**src/rtl/exec_ctrl_pkg.sv**
```systemverilog
// Shared definitions for the execute-stage hazard controller: opcode
// constants, FSM state encoding, control bundle and decode helpers.
package exec_ctrl_pkg;

    localparam int unsigned OPC_W     = 4;
    localparam int unsigned REG_IDX_W = 5;
    localparam int unsigned ADDR_W    = 16;
    localparam int unsigned CNT_W     = 16;

    localparam logic [OPC_W-1:0] OP_NOP    = OPC_W'(0);
    localparam logic [OPC_W-1:0] OP_SUB    = OPC_W'(1);
    localparam logic [OPC_W-1:0] OP_ADD    = OPC_W'(2);
    localparam logic [OPC_W-1:0] OP_ADDI   = OPC_W'(3);
    localparam logic [OPC_W-1:0] OP_SHLLI  = OPC_W'(4);
    localparam logic [OPC_W-1:0] OP_SHRLI  = OPC_W'(5);
    localparam logic [OPC_W-1:0] OP_JUMP   = OPC_W'(6);
    localparam logic [OPC_W-1:0] OP_JUMPL  = OPC_W'(7);
    localparam logic [OPC_W-1:0] OP_JUMPG  = OPC_W'(8);
    localparam logic [OPC_W-1:0] OP_JUMPE  = OPC_W'(9);
    localparam logic [OPC_W-1:0] OP_JUMPNE = OPC_W'(10);
    localparam logic [OPC_W-1:0] OP_CMP    = OPC_W'(11);
    localparam logic [OPC_W-1:0] OP_LOAD   = OPC_W'(12);
    localparam logic [OPC_W-1:0] OP_LOADI  = OPC_W'(13);
    localparam logic [OPC_W-1:0] OP_STORE  = OPC_W'(14);
    localparam logic [OPC_W-1:0] OP_MOV    = OPC_W'(15);

    typedef enum logic [1:0] {
        ST_RUN      = 2'd0,
        ST_LD_STALL = 2'd1,
        ST_BR_FLUSH = 2'd2
    } ctrl_state_e;

    // Pipeline control bundle driven towards fetch/decode.
    typedef struct packed {
        logic pc_stall;
        logic if_id_stall;
        logic if_id_flush;
        logic id_ex_bubble;
        logic redirect_valid;
    } ctrl_bus_t;

    // Instruction reads its first source register.
    function automatic logic uses_src1(input logic [OPC_W-1:0] op);
        return (op == OP_SUB)   || (op == OP_ADD)   || (op == OP_ADDI) ||
               (op == OP_SHLLI) || (op == OP_SHRLI) || (op == OP_CMP)  ||
               (op == OP_LOAD)  || (op == OP_STORE) || (op == OP_MOV);
    endfunction

    // Instruction reads its second source register.
    function automatic logic uses_src2(input logic [OPC_W-1:0] op);
        return (op == OP_SUB) || (op == OP_ADD) ||
               (op == OP_CMP) || (op == OP_STORE);
    endfunction

    // Branch resolution against the architectural flags.
    function automatic logic branch_taken(input logic [OPC_W-1:0] op,
                                          input logic z,
                                          input logic g,
                                          input logic l);
        logic taken;
        taken = 1'b0;
        case (op)
            OP_JUMP:   taken = 1'b1;
            OP_JUMPL:  taken = l;
            OP_JUMPG:  taken = g;
            OP_JUMPE:  taken = z;
            OP_JUMPNE: taken = ~z;
            default:   taken = 1'b0;
        endcase
        return taken;
    endfunction

endpackage

```
**src/rtl/exec_ctrl_sat_counter.sv**
```systemverilog
// Saturating event counter with synchronous clear (clear wins over inc).
// Ports: clk, rst_n (async active-low), inc, clr, count.
module exec_ctrl_sat_counter
    import exec_ctrl_pkg::*;
#(
    parameter int unsigned WIDTH = CNT_W
) (
    input  logic             clk,
    input  logic             rst_n,
    input  logic             inc,
    input  logic             clr,
    output logic [WIDTH-1:0] count
);

    logic [WIDTH-1:0] cnt_q;
    logic [WIDTH-1:0] cnt_d;

    // Next count: clear, saturating increment, or hold.
    always_comb begin
        cnt_d = cnt_q;
        if (clr) begin
            cnt_d = '0;
        end else if (inc && (cnt_q != '1)) begin
            cnt_d = cnt_q + WIDTH'(1);
        end
    end

    always_ff @(posedge clk or negedge rst_n) begin
        if (!rst_n) begin
            cnt_q <= '0;
        end else begin
            cnt_q <= cnt_d;
        end
    end

    assign count = cnt_q;

endmodule

```
**src/rtl/exec_hazard_ctrl.sv**
```systemverilog
// Execute-stage hazard controller: resolves branches against registered
// compare flags, detects load-use hazards, and drives Mealy stall/flush/
// redirect controls for the front end, plus stall/flush event counters.
// Inputs : clk, rst_n, id_opcode, id_src1_idx, id_src2_idx, ex_opcode,
//          ex_dest_idx, ex_target, ex_zf/gf/lf, clr_counts.
// Outputs: pc_stall, if_id_stall, if_id_flush, id_ex_bubble, redirect_valid,
//          redirect_pc, flag_z/g/l, stall_count, flush_count.
module exec_hazard_ctrl
    import exec_ctrl_pkg::*;
(
    input  logic                 clk,
    input  logic                 rst_n,
    input  logic [OPC_W-1:0]     id_opcode,
    input  logic [REG_IDX_W-1:0] id_src1_idx,
    input  logic [REG_IDX_W-1:0] id_src2_idx,
    input  logic [OPC_W-1:0]     ex_opcode,
    input  logic [REG_IDX_W-1:0] ex_dest_idx,
    input  logic [ADDR_W-1:0]    ex_target,
    input  logic                 ex_zf,
    input  logic                 ex_gf,
    input  logic                 ex_lf,
    input  logic                 clr_counts,
    output logic                 pc_stall,
    output logic                 if_id_stall,
    output logic                 if_id_flush,
    output logic                 id_ex_bubble,
    output logic                 redirect_valid,
    output logic [ADDR_W-1:0]    redirect_pc,
    output logic                 flag_z,
    output logic                 flag_g,
    output logic                 flag_l,
    output logic [CNT_W-1:0]     stall_count,
    output logic [CNT_W-1:0]     flush_count
);

    ctrl_state_e state_q;
    ctrl_state_e state_d;

    logic flag_z_q, flag_g_q, flag_l_q;
    logic flag_z_d, flag_g_d, flag_l_d;

    ctrl_bus_t   ctrl_c;
    ctrl_bus_t   ctrl_gated_c;
    logic [ADDR_W-1:0] redirect_pc_c;

    logic br_taken_c;
    logic load_use_c;

    // Hazard classification of the EX/ID instruction pair.
    always_comb begin
        br_taken_c = branch_taken(ex_opcode, flag_z_q, flag_g_q, flag_l_q);
        load_use_c = (ex_opcode == OP_LOAD) && (ex_dest_idx != '0) &&
                     ((uses_src1(id_opcode) && (id_src1_idx == ex_dest_idx)) ||
                      (uses_src2(id_opcode) && (id_src2_idx == ex_dest_idx)));
    end

    // Next-state and Mealy control outputs.
    always_comb begin
        state_d       = state_q;
        ctrl_c        = '0;
        redirect_pc_c = '0;
        case (state_q)
            ST_RUN: begin
                if (br_taken_c) begin
                    ctrl_c.redirect_valid = 1'b1;
                    ctrl_c.if_id_flush    = 1'b1;
                    ctrl_c.id_ex_bubble   = 1'b1;
                    redirect_pc_c         = ex_target;
                    state_d               = ST_BR_FLUSH;
                end else if (load_use_c) begin
                    ctrl_c.pc_stall     = 1'b1;
                    ctrl_c.if_id_stall  = 1'b1;
                    ctrl_c.id_ex_bubble = 1'b1;
                    state_d             = ST_LD_STALL;
                end
            end
            ST_LD_STALL: begin
                // EX holds the inserted bubble; forwarding covers the load.
                state_d = ST_RUN;
            end
            ST_BR_FLUSH: begin
                // Synchronous fetch already captured the wrong-path word.
                ctrl_c.if_id_flush = 1'b1;
                state_d            = ST_RUN;
            end
            default: begin
                state_d = ST_RUN;
            end
        endcase
    end

    // Flags follow EX only on a compare.
    always_comb begin
        flag_z_d = flag_z_q;
        flag_g_d = flag_g_q;
        flag_l_d = flag_l_q;
        if (ex_opcode == OP_CMP) begin
            flag_z_d = ex_zf;
            flag_g_d = ex_gf;
            flag_l_d = ex_lf;
        end
    end

    always_ff @(posedge clk or negedge rst_n) begin
        if (!rst_n) begin
            state_q  <= ST_RUN;
            flag_z_q <= 1'b0;
            flag_g_q <= 1'b0;
            flag_l_q <= 1'b0;
        end else begin
            state_q  <= state_d;
            flag_z_q <= flag_z_d;
            flag_g_q <= flag_g_d;
            flag_l_q <= flag_l_d;
        end
    end

    // Reset must silence the combinational controls immediately.
    assign ctrl_gated_c = rst_n ? ctrl_c : '0;

    assign pc_stall       = ctrl_gated_c.pc_stall;
    assign if_id_stall    = ctrl_gated_c.if_id_stall;
    assign if_id_flush    = ctrl_gated_c.if_id_flush;
    assign id_ex_bubble   = ctrl_gated_c.id_ex_bubble;
    assign redirect_valid = ctrl_gated_c.redirect_valid;
    assign redirect_pc    = rst_n ? redirect_pc_c : '0;

    assign flag_z = flag_z_q;
    assign flag_g = flag_g_q;
    assign flag_l = flag_l_q;

    exec_ctrl_sat_counter #(.WIDTH(CNT_W)) u_stall_cnt (
        .clk   (clk),
        .rst_n (rst_n),
        .inc   (ctrl_gated_c.pc_stall),
        .clr   (clr_counts),
        .count (stall_count)
    );

    exec_ctrl_sat_counter #(.WIDTH(CNT_W)) u_flush_cnt (
        .clk   (clk),
        .rst_n (rst_n),
        .inc   (ctrl_gated_c.redirect_valid),
        .clr   (clr_counts),
        .count (flush_count)
    );

endmodule

```
**config.mk**
```make
export PLATFORM = sky130hd
export DESIGN_NAME = exec_hazard_ctrl
export DESIGN_NICKNAME = d
export VERILOG_FILES = /design/src/rtl/exec_ctrl_pkg.sv /design/src/rtl/exec_ctrl_sat_counter.sv /design/src/rtl/exec_hazard_ctrl.sv
export SDC_FILE = /design/constraint.sdc
export NUM_CORES = 1
export LEC_CHECK = 0
export CORE_MARGIN = 1
export CORE_UTILIZATION = 40
export CTS_BUF_LIST = sky130_fd_sc_hd__clkbuf_4 sky130_fd_sc_hd__clkbuf_8 sky130_fd_sc_hd__clkbuf_16
export CTS_CLUSTER_SIZE = 25
export DETAILED_ROUTE_END_ITERATION = 10
export PLACE_DENSITY = 0.77
export SYNTH_ARGS = -nofsm -noshare
export SYNTH_HDL_FRONTEND = slang
export SYNTH_SLANG_ARGS = --single-unit
```
**constraint.sdc**
```tcl
create_clock -name clk -period 3.7 [get_ports clk]
set_input_delay 0.37 -clock clk [delete_from_list [all_inputs] [get_ports clk]]
set_output_delay 0.37 -clock clk [all_outputs]
set_load 0.02 [all_outputs]
```
==> out/qor.csv, run 1 <==
metric,value,unit
status,"complete, no violations",
cts_tree,done,
yosysTopAreaCellShare,41.3,%
fin_crit,3.44,ns
yosys.area_share.adder,1.12,%
synthTopCellsByArea,"dfrtp_1 (41%), xor2_1 (7.8%), and2_1 (5.6%), nor2_1 (5.5%), nand3_1 (4.2%)",
multi_input_area,1250,um^2
worst_pin_slew,0.707,ns
pre_cts_slack,0.297,ns
grt_pass1_vias,2065,
drt_iter0_markers,69,
antenna_found_initial,0,
cts_setup_buffers,0,
power_frac_seq,47.6,%
hold_class,primary input to async pin,
reg2reg_to,u_stall_cnt.count[8],
grt_usage,19.9,%
diodes,0,
core,5240,um^2
regArea,926,um^2
fin_crit_sh,92.9,%
setup_violations,0,
drt_wl_total,5830,um
cts.clk_slew.worst_paths,0.07,ns
numCtsBuffers,5,
power.leakage,0.00136,uW
htreeDepth,2,
layout-drive-gt1-share,6.52,%
synth-edff-count,0,
worst_path_most_repeated_cell,clkdlybuf4s50_1,
dieArea,5900,um^2
synth_area,2240,um^2
synth_top_cell_by_area,dfrtp_1,
met1_length,2700,um
reg2reg_slack,1.39,ns
r2r-start,u_stall_cnt.count[0],
switchingPower,220,uW
grt_overflow_total,0,
fin_util,64.9,%
rows,26,
routed-wl-met2,2730,um
p_int,664,uW
cp.arrival,3.07,ns
worstPathMaxFanout,5,
p_per_area,260,nW/um^2
crit_type,primary input to output pin,
area_growth,51.8,%
grt_max_degree,39,
synth_compound_area_share,9.44,%
clkPwrFrac,32.8,%
required,3.33,ns
relSlewSlack,52.7,%
clock_sinks,37,
start_util,42.8,%
fin_ws,0.262,ns
setup_tns,0,ns
yosys-top-cells-count,"dfrtp_1 (37), nor2_1 (33), and2_1 (20), xor2_1 (20), nand3_1 (19)",
numPortBuffers,100,
synth_cell_types,40,
netlist_instances,252,
worst_ir_drop_vdd,206,uV
die_width,76.8,um
postRouteAntennaNets,0,
syn_nets,299,
ios,101,
yosys_register_bits,37,
dr_wl_met3,341,um
power_frac_comb,19.6,%
viasPerCell,5.09,
highest_layer,met4,
ys_seq_area_share,41.3,%
syn_avg_cell_area,8.89,um^2
ys.warnings.count,0,
async_flop_share,100,%
cp-startpoint,id_opcode[3],
cts_hold_buf,0,
worst-r2r-cell-count,6,
drt-pass1-iter-count,4,
clockBufferDepth,2,
gp_congestion,0.771,
fp.dieH,76.8,um
synthMuxAreaShare,3.85,%
sw_frac_of_total,24.9,%
critical_path.cell_chain,clkdlybuf4s50_1 > inv_1 > or4_4 > a211oi_4 > nor2_1 > nor3_1 > or2_2 > clkdlybuf4s50_1,
max_freq,291,MHz
wl_per_cell,13.8,um
synth-simple-area-share,30.2,%
cts-root-buf,clkbuf_8,
slew_violations,0,
grt_pass1_wl,9360,um
hold_violations,0,
synthXorXnorAreaFrac,10.9,%
post_cts_resized,0,
hpwl,4290,um
rsz0062_at_grt,false,
finalNetCount,400,
vias,2152,
max_stage_delay,0.61,ns
synth_top_family_by_area,simple AND/OR/NAND/NOR gates,
cp-start-kind,primary input,
endpoint_kind,output pin,
clock_latency,0.28,ns
fillers,468,
yosysMostFrequentCell,dfrtp_1,
worst_path_max_delay_cell,clkdlybuf4s50_1,
clock_skew,0.00533,ns
drc,0,
ys.flop_type,dfrtp_1,
cap_violations,0,
==> cell families after synthesis <==
| kind of cell | Yosys count |
|---|---|
| AO/OA/AOI/OAI | 33 |
| XOR/XNOR | 28 |
| adder cells (fa/ha/maj) | 2 |
| buffers and inverters | 17 |
| flip-flops | 37 |
| multiplexers | 8 |
| AND/OR/NAND/NOR | 127 |
==> layer usage <==
layer / vias up / track usage [%]
met3: 6 / 4.76
met2: 61 / 33.2
met5: - / 0
li1: 1072 / -
met1: 1013 / 25.2
met4: 0 / 6.15
==> cell usage in the layout, fill, tap and decap left out, types with 2 or more instances in the layout <==
cell,instances
a21oi_1,11
a31oi_1,4
and2_1,20
and3_1,5
and4_1,2
buf_4,3
clkbuf_8,6
clkdlybuf4s50_1,99
dfrtp_1,37
ha_1,2
inv_1,7
mux2_2,5
mux2i_1,3
nand2_1,10
nand2b_1,3
nand3_1,19
nand4_1,8
nor2_1,33
nor2b_1,3
nor3_1,4
nor4_1,2
o211ai_2,2
o21ai_0,10
or3_1,11
xnor2_1,8
xor2_1,20
==> final cells by class <==
type                    instances  area share [%]
clock buffers                   7            2.65
repair buffers                103            29.9
inverters                       8           0.883
multi-input cells             198            36.7
flip-flops and latches         37            27.2
well taps                      70            2.58
==> critical path: cells and delay by family <==
kind	cells	cell delay (ns)
buf+inv	3	1.27
compound gates	1	0.29
simple gates	4	1.14
==> power by group through the flow <==
stage | logic (uW) | registers [uW] | clock network [uW]
final | 173 | 421 | 290
after global routing | 186 | 422 | 315
after CTS | 176 | 421 | 299
after detailed placement | 175 | 429 | 0
after global placement | 173 | 428 | 0
after floorplan | 61.4 | 438 | 0
==> worst max path at each step <==
stage	to	slack, ns	cells after the start
2_1_floorplan	id_ex_bubble	1.25	6
3_3_place_gp	id_ex_bubble	0.31	8
3_5_place_dp	id_ex_bubble	0.30	8
4_1_cts	id_ex_bubble	0.28	8
5_1_grt	id_ex_bubble	0.19	8
6_report	id_ex_bubble	0.26	8
==> registers in the layout, indices dropped and copies added, names as in the netlist <==
signal / flops
flag_l: 1
flag_g: 1
flag_z: 1
u_flush_cnt.count: 16
u_stall_cnt.count: 16
state_q: 2
==> per-stage QoR <==
stage | hold slack (ns) | total power, uW | instances | instance area, um^2
4_1_cts | 0.196 | 896 | 423 | 3400
3_5_place_dp | 0.463 | 603 | 416 | 3310
6_report | 0.179 | 884 | 423 | 3400
5_1_grt | 0.210 | 924 | 423 | 3400
2_1_floorplan | 0.0744 | 499 | 252 | 2240
3_3_place_gp | 0.455 | 601 | 416 | 3310
No activity file was read; power rests on OpenSTA's default activity.
==> run 2: changes to the inputs <==
Settings changed: MAX_ROUTING_LAYER set to met4.
==> run 2 against run 1 <==
Largest cell class unchanged. Critical path depth unchanged. Fmax stayed put. Worst hold slack improved by 0.0015 ns. Critical path type unchanged. Combinational power is essentially flat. Total power barely moved. Sequential share of layout area is the same. Global-route usage rose by 0.55 points. Final area stayed put. Routed wire length did not move. Sequential power barely moved. Clock power about the same. Non-clock buffer count unchanged.
==> out/qor.csv, run 2 (synthesized netlist as in run 1, its figures left out) <==
metric,value,unit,change
die_width,76.8,um,unchanged
ios,101,,unchanged
wl_per_cell,13.8,um,unchanged
area_growth,51.8,%,unchanged
power_frac_seq,47.6,%,about the same
hold_class,primary input to async pin,,
drt-pass1-iter-count,4,,unchanged
layout-drive-gt1-share,6.52,%,unchanged
finalNetCount,400,,unchanged
worst-r2r-cell-count,6,,unchanged
grt_pass1_wl,9360,um,about the same
fin_crit,3.44,ns,-0.00000100 ns
final_common_cell,clkdlybuf4s50_1,,
status,"complete, no violations",,
p_int,664,uW,about the same
max_freq,291,MHz,unchanged
power_frac_comb,19.6,%,about the same
viasPerCell,5.08,,-0.14%
rows,26,,unchanged
cts_setup_buffers,0,,unchanged
relSlewSlack,52.7,%,about the same
worstPathMaxFanout,5,,unchanged
fillers,468,,unchanged
pre_cts_slack,0.297,ns,unchanged
p_per_area,260,nW/um^2,about the same
hpwl,4290,um,unchanged
hold_violations,0,,unchanged
reg2reg_to,u_stall_cnt.count[8],,
cp-start-kind,primary input,,
final_cell_mix,"clkdlybuf4s50_1 (99), dfrtp_1 (37), nor2_1 (33)",,
sw_frac_of_total,24.9,%,-0.030 points
grt_max_degree,39,,unchanged
cts_hold_buf,0,,unchanged
dieArea,5900,um^2,unchanged
cts_tree,done,,
htreeDepth,2,,unchanged
cp.arrival,3.07,ns,about the same
crit_type,primary input to output pin,,
cap_violations,0,,unchanged
fin_ws,0.262,ns,+0.00000100 ns
switchingPower,220,uW,-0.16%
start_util,42.8,%,unchanged
clock_skew,0.00510,ns,-0.000227 ns
post_cts_resized,0,,unchanged
grt_usage,20.4,%,+0.55 points
postRouteAntennaNets,0,,unchanged
worst_pin_slew,0.707,ns,-0.000304 ns
antenna_found_initial,0,,unchanged
core,5240,um^2,unchanged
setup_tns,0,ns,unchanged
setup_violations,0,,unchanged
drt_wl_total,5830,um,unchanged
r2r-start,u_stall_cnt.count[0],,
rsz0062_at_grt,false,,
numPortBuffers,100,,unchanged
cp-startpoint,id_opcode[3],,
clock_sinks,37,,unchanged
cts.clk_slew.worst_paths,0.07,ns,about the same
diodes,0,,unchanged
cts-root-buf,clkbuf_8,,
drc,0,,unchanged
worst_ir_drop_vdd,206,uV,about the same
required,3.33,ns,about the same
fin_crit_sh,92.9,%,about the same
clockBufferDepth,2,,unchanged
power.leakage,0.00136,uW,unchanged
clkPwrFrac,32.8,%,about the same
gp_congestion,0.782,,+1.3%
grt_pass1_vias,2066,,+0.048%
fp.dieH,76.8,um,unchanged
drt_iter0_markers,72,,+4.3%
endpoint_kind,output pin,,
reg2reg_slack,1.39,ns,about the same
grt_overflow_total,0,,unchanged
clock_latency,0.28,ns,about the same
slew_violations,0,,unchanged
numCtsBuffers,5,,unchanged
vias,2149,,-0.14%
-- run 2: cell counts in the layout (fill, tap and decap cells not counted) --
No cell type changed its count.
-- run 2: how the worst max path moves through the flow --
stage                         to  depth (start not counted)
detailed placement  id_ex_bubble                          8
CTS                 id_ex_bubble                          8
global placement    id_ex_bubble                          8
floorplan           id_ex_bubble                          6
finish              id_ex_bubble                          8
global route        id_ex_bubble                          8
-- run 2: cell type report --
| type | instances | area, um^2 | share of cell area [%] |
|---|---|---|---|
| Tap cell | 70 | 87.6 | 2.58 |
| Multi-Input combinational cell | 198 | 1250 | 36.7 |
| Inverter | 8 | 30.0 | 0.883 |
| Sequential cell | 37 | 926 | 27.2 |
| Timing Repair Buffer | 103 | 1020 | 29.9 |
| Clock buffer | 7 | 90.1 | 2.65 |
-- run 2: metal layers --
metal | part of all wire [%] | vias to the layer above | GRT usage, % | wire (um)
met2 | 47 | 61 | 33.2 | 2740
met4 | 1.0 | 0 | 6.15 | 59
met5 | 0 | - | - | 0
met3 | 5.7 | 6 | 4.52 | 330
met1 | 46 | 1010 | 25.2 | 2700
li1 | - | 1072 | - | -
-- run 2: worst max-delay path, cell delays in order --
cell and delay [ns]:
clkdlybuf4s50_1 0.57, inv_1 0.09, or4_4 0.50, a211oi_4 0.29
nor2_1 0.10, nor3_1 0.35, or2_2 0.19, clkdlybuf4s50_1 0.61
-- run 2: power groups by stage --
stage / clock, uW / combinational [uW] / sequential [uW]
floorplan: 0 / 61.4 / 438
global placement: 0 / 173 / 428
detailed placement: 0 / 175 / 429
CTS: 299 / 176 / 421
global route: 315 / 186 / 422
finish: 289 / 173 / 421
-- run 2: per-stage QoR --
stage	total power [uW]	std cells	cell area [um^2]	utilization [%]	hold slack, ns
2_1_floorplan	499	252	2240	-	0.0744
3_3_place_gp	601	416	3310	63.2	0.455
3_5_place_dp	603	416	3310	63.2	0.463
4_1_cts	896	423	3400	64.9	0.196
5_1_grt	924	423	3400	64.9	0.208
6_report	884	423	3400	64.9	0.181
==> run 3: changes to the inputs <==
Settings changed: DONT_BUFFER_PORTS set to 1, PLACE_DENSITY 0.77 to unset.
==> run 3 against run 2 <==
Non-clock buffer count down 99. Critical path type is now flip-flop to output pin. Clock power down 4%. Largest power group unchanged. Register-to-register slack worse by 0.26 ns.
==> out/qor.csv, run 3 (synthesized netlist as in run 1, its figures left out) <==
metric,value,unit,change
antenna_found_initial,0,,unchanged
numPortBuffers,0,,-100%
layout-drive-gt1-share,9.02,%,+2.5 points
grt_usage,18.6,%,-1.9 points
setup_tns,0,ns,unchanged
hpwl,3610,um,-16%
switchingPower,210,uW,-4.6%
rsz0062_at_grt,false,,
multi_input_area,1250,um^2,unchanged
sw_frac_of_total,26.8,%,+1.9 points
power.total,785,uW,-11%
numCtsBuffers,5,,unchanged
fin_crit_sh,70.9,%,-22 points
fp.dieH,76.8,um,unchanged
grt_pass1_vias,1800,,-13%
placed_cell_area,2310,um^2,-30%
ios,101,,unchanged
fin_area,2420,um^2,-29%
drt-pass1-iter-count,4,,unchanged
htreeDepth,2,,unchanged
setup_violations,0,,unchanged
power_frac_seq,55.0,%,+7.4 points
required,3.33,ns,about the same
cts.clk_slew.worst_paths,0.08,ns,about the same
viasPerCell,5.58,,+9.9%
rows,26,,unchanged
fillers,526,,+12%
fin_crit,2.62,ns,-0.815 ns
postRouteAntennaNets,0,,unchanged
slew_violations,0,,unchanged
critPathBufInv,0,,-3
wl_per_cell,15.8,um,+14%
critical_path.cell_chain,mux2i_1 > o311ai_0 > a21oi_2 > and2_1,,
clkPwrFrac,35.2,%,+2.4 points
crit_family,compound AO/OA/AOI/OAI gates,,
power_frac_comb,9.7,%,-9.9 points
p_per_area,324,nW/um^2,+25%
cp.arrival,2.25,ns,-0.82 ns
hold_violations,0,,unchanged
worst_path_max_delay_cell,a21oi_2,,
max_freq,381,MHz,+31%
status,"complete, no violations",,
grt_overflow_total,0,,unchanged
start_util,42.8,%,unchanged
finalNetCount,301,,-25%
cap_violations,0,,unchanged
p_int,575,uW,-13%
drc,0,,unchanged
hold_class,primary input to flip-flop,,
relSlewSlack,48.0,%,-4.8 points
power.leakage,0.00100,uW,-26%
cts-root-buf,clkbuf_8,,
dieArea,5900,um^2,unchanged
grt_pass1_wl,8540,um,-8.7%
cp-start-kind,flip-flop,,
regArea,926,um^2,unchanged
cts_setup_buffers,0,,unchanged
worst_pin_slew,0.781,ns,+0.0736 ns
worst_ir_drop_vdd,198,uV,-3.9%
clockBufferDepth,2,,unchanged
max_stage_delay,0.66,ns,+0.05 ns
cts_hold_buf,2,,+2
area_growth,8.21,%,
clock_latency,0.29,ns,about the same
diodes,0,,unchanged
cts_tree,done,,
grt_max_degree,38,,-2.6%
fin_hold_ws,0.132,ns,-0.0484 ns
final_cell_mix,"dfrtp_1 (37), nor2_1 (33), and2_1 (20), xor2_1 (20), nand3_1 (19)",,
endpoint_kind,output pin,,
drt_iter0_markers,72,,unchanged
drt_wl_total,5130,um,-12%
final_common_cell,dfrtp_1,,
gp_congestion,0.778,,-0.44%
clock_sinks,37,,unchanged
post_cts_resized,0,,unchanged
clock_skew,0.00748,ns,+0.00237 ns
vias,1814,,-16%
crit_type,flip-flop to output pin,,
core,5240,um^2,unchanged
worstPathMaxFanout,19,,+14
die_width,76.8,um,unchanged
## run 3: cell types whose count changed in the layout (fill, tap and decap cells not counted)
| cell | before | now |
|---|---|---|
| buf_4 | 3 | 2 |
| clkinvlp_4 | 0 | 1 |
| clkinv_2 | 0 | 2 |
| buf_2 | 1 | 0 |
| buf_12 | 0 | 1 |
| clkbuf_8 | 6 | 5 |
| dlygate4sd3_1 | 0 | 1 |
| clkbuf_4 | 1 | 0 |
| clkdlybuf4s50_1 | 99 | 0 |
## run 3: layout make-up
| class | instances | share of cell area, % |
|---|---|---|
| multi-input cells | 198 | 51.5 |
| clock buffers | 5 | 2.84 |
| repair buffers | 4 | 1.86 |
| inverters | 8 | 1.24 |
| clock inverters | 3 | 0.723 |
| flip-flops and latches | 37 | 38.2 |
| well taps | 70 | 3.61 |
## run 3: power by group through the flow
stage,clock (uW),sequential (uW),combinational [uW]
final,276,432,76.5
after detailed placement,0,440,65.6
after global placement,0,440,63.9
after CTS,293,432,77.9
after floorplan,0,438,61.4
after global routing,309,433,85.4
## run 3: stage by stage
step	setup WS, ns	utilization (%)	std cells
after floorplan	1.25	-	252
after detailed placement	1.15	44.1	315
after global placement	1.28	44.1	315
after CTS	1.07	46.3	325
final	1.08	46.3	325
after global routing	0.907	46.3	325
## run 3: worst paths after layout
check,depth (start not counted),endpoint,slack (ns),start
max,4,redirect_pc[13],1.08,flag_z
min,1,u_stall_cnt.count[2],0.13,clr_counts
max reg2reg,7,u_flush_cnt.count[1],1.13,flag_z
min reg2reg,1,state_q[0],0.48,state_q[0]
max in group asynchronous,2,state_q[0],2.97,rst_n
min in group asynchronous,2,u_stall_cnt.count[3],0.53,rst_n
## run 3: routing by layer
layer | wire length [um] | part of all wire (%) | track usage (%) | vias to the layer above
met2 | 2390 | 47 | 28.3 | 67
met3 | 395 | 7.7 | 6.43 | 7
li1 | - | - | - | 877
met5 | 0 | 0 | - | -
met1 | 2280 | 45 | 23.0 | 863
met4 | 61 | 1.2 | 5.77 | 0
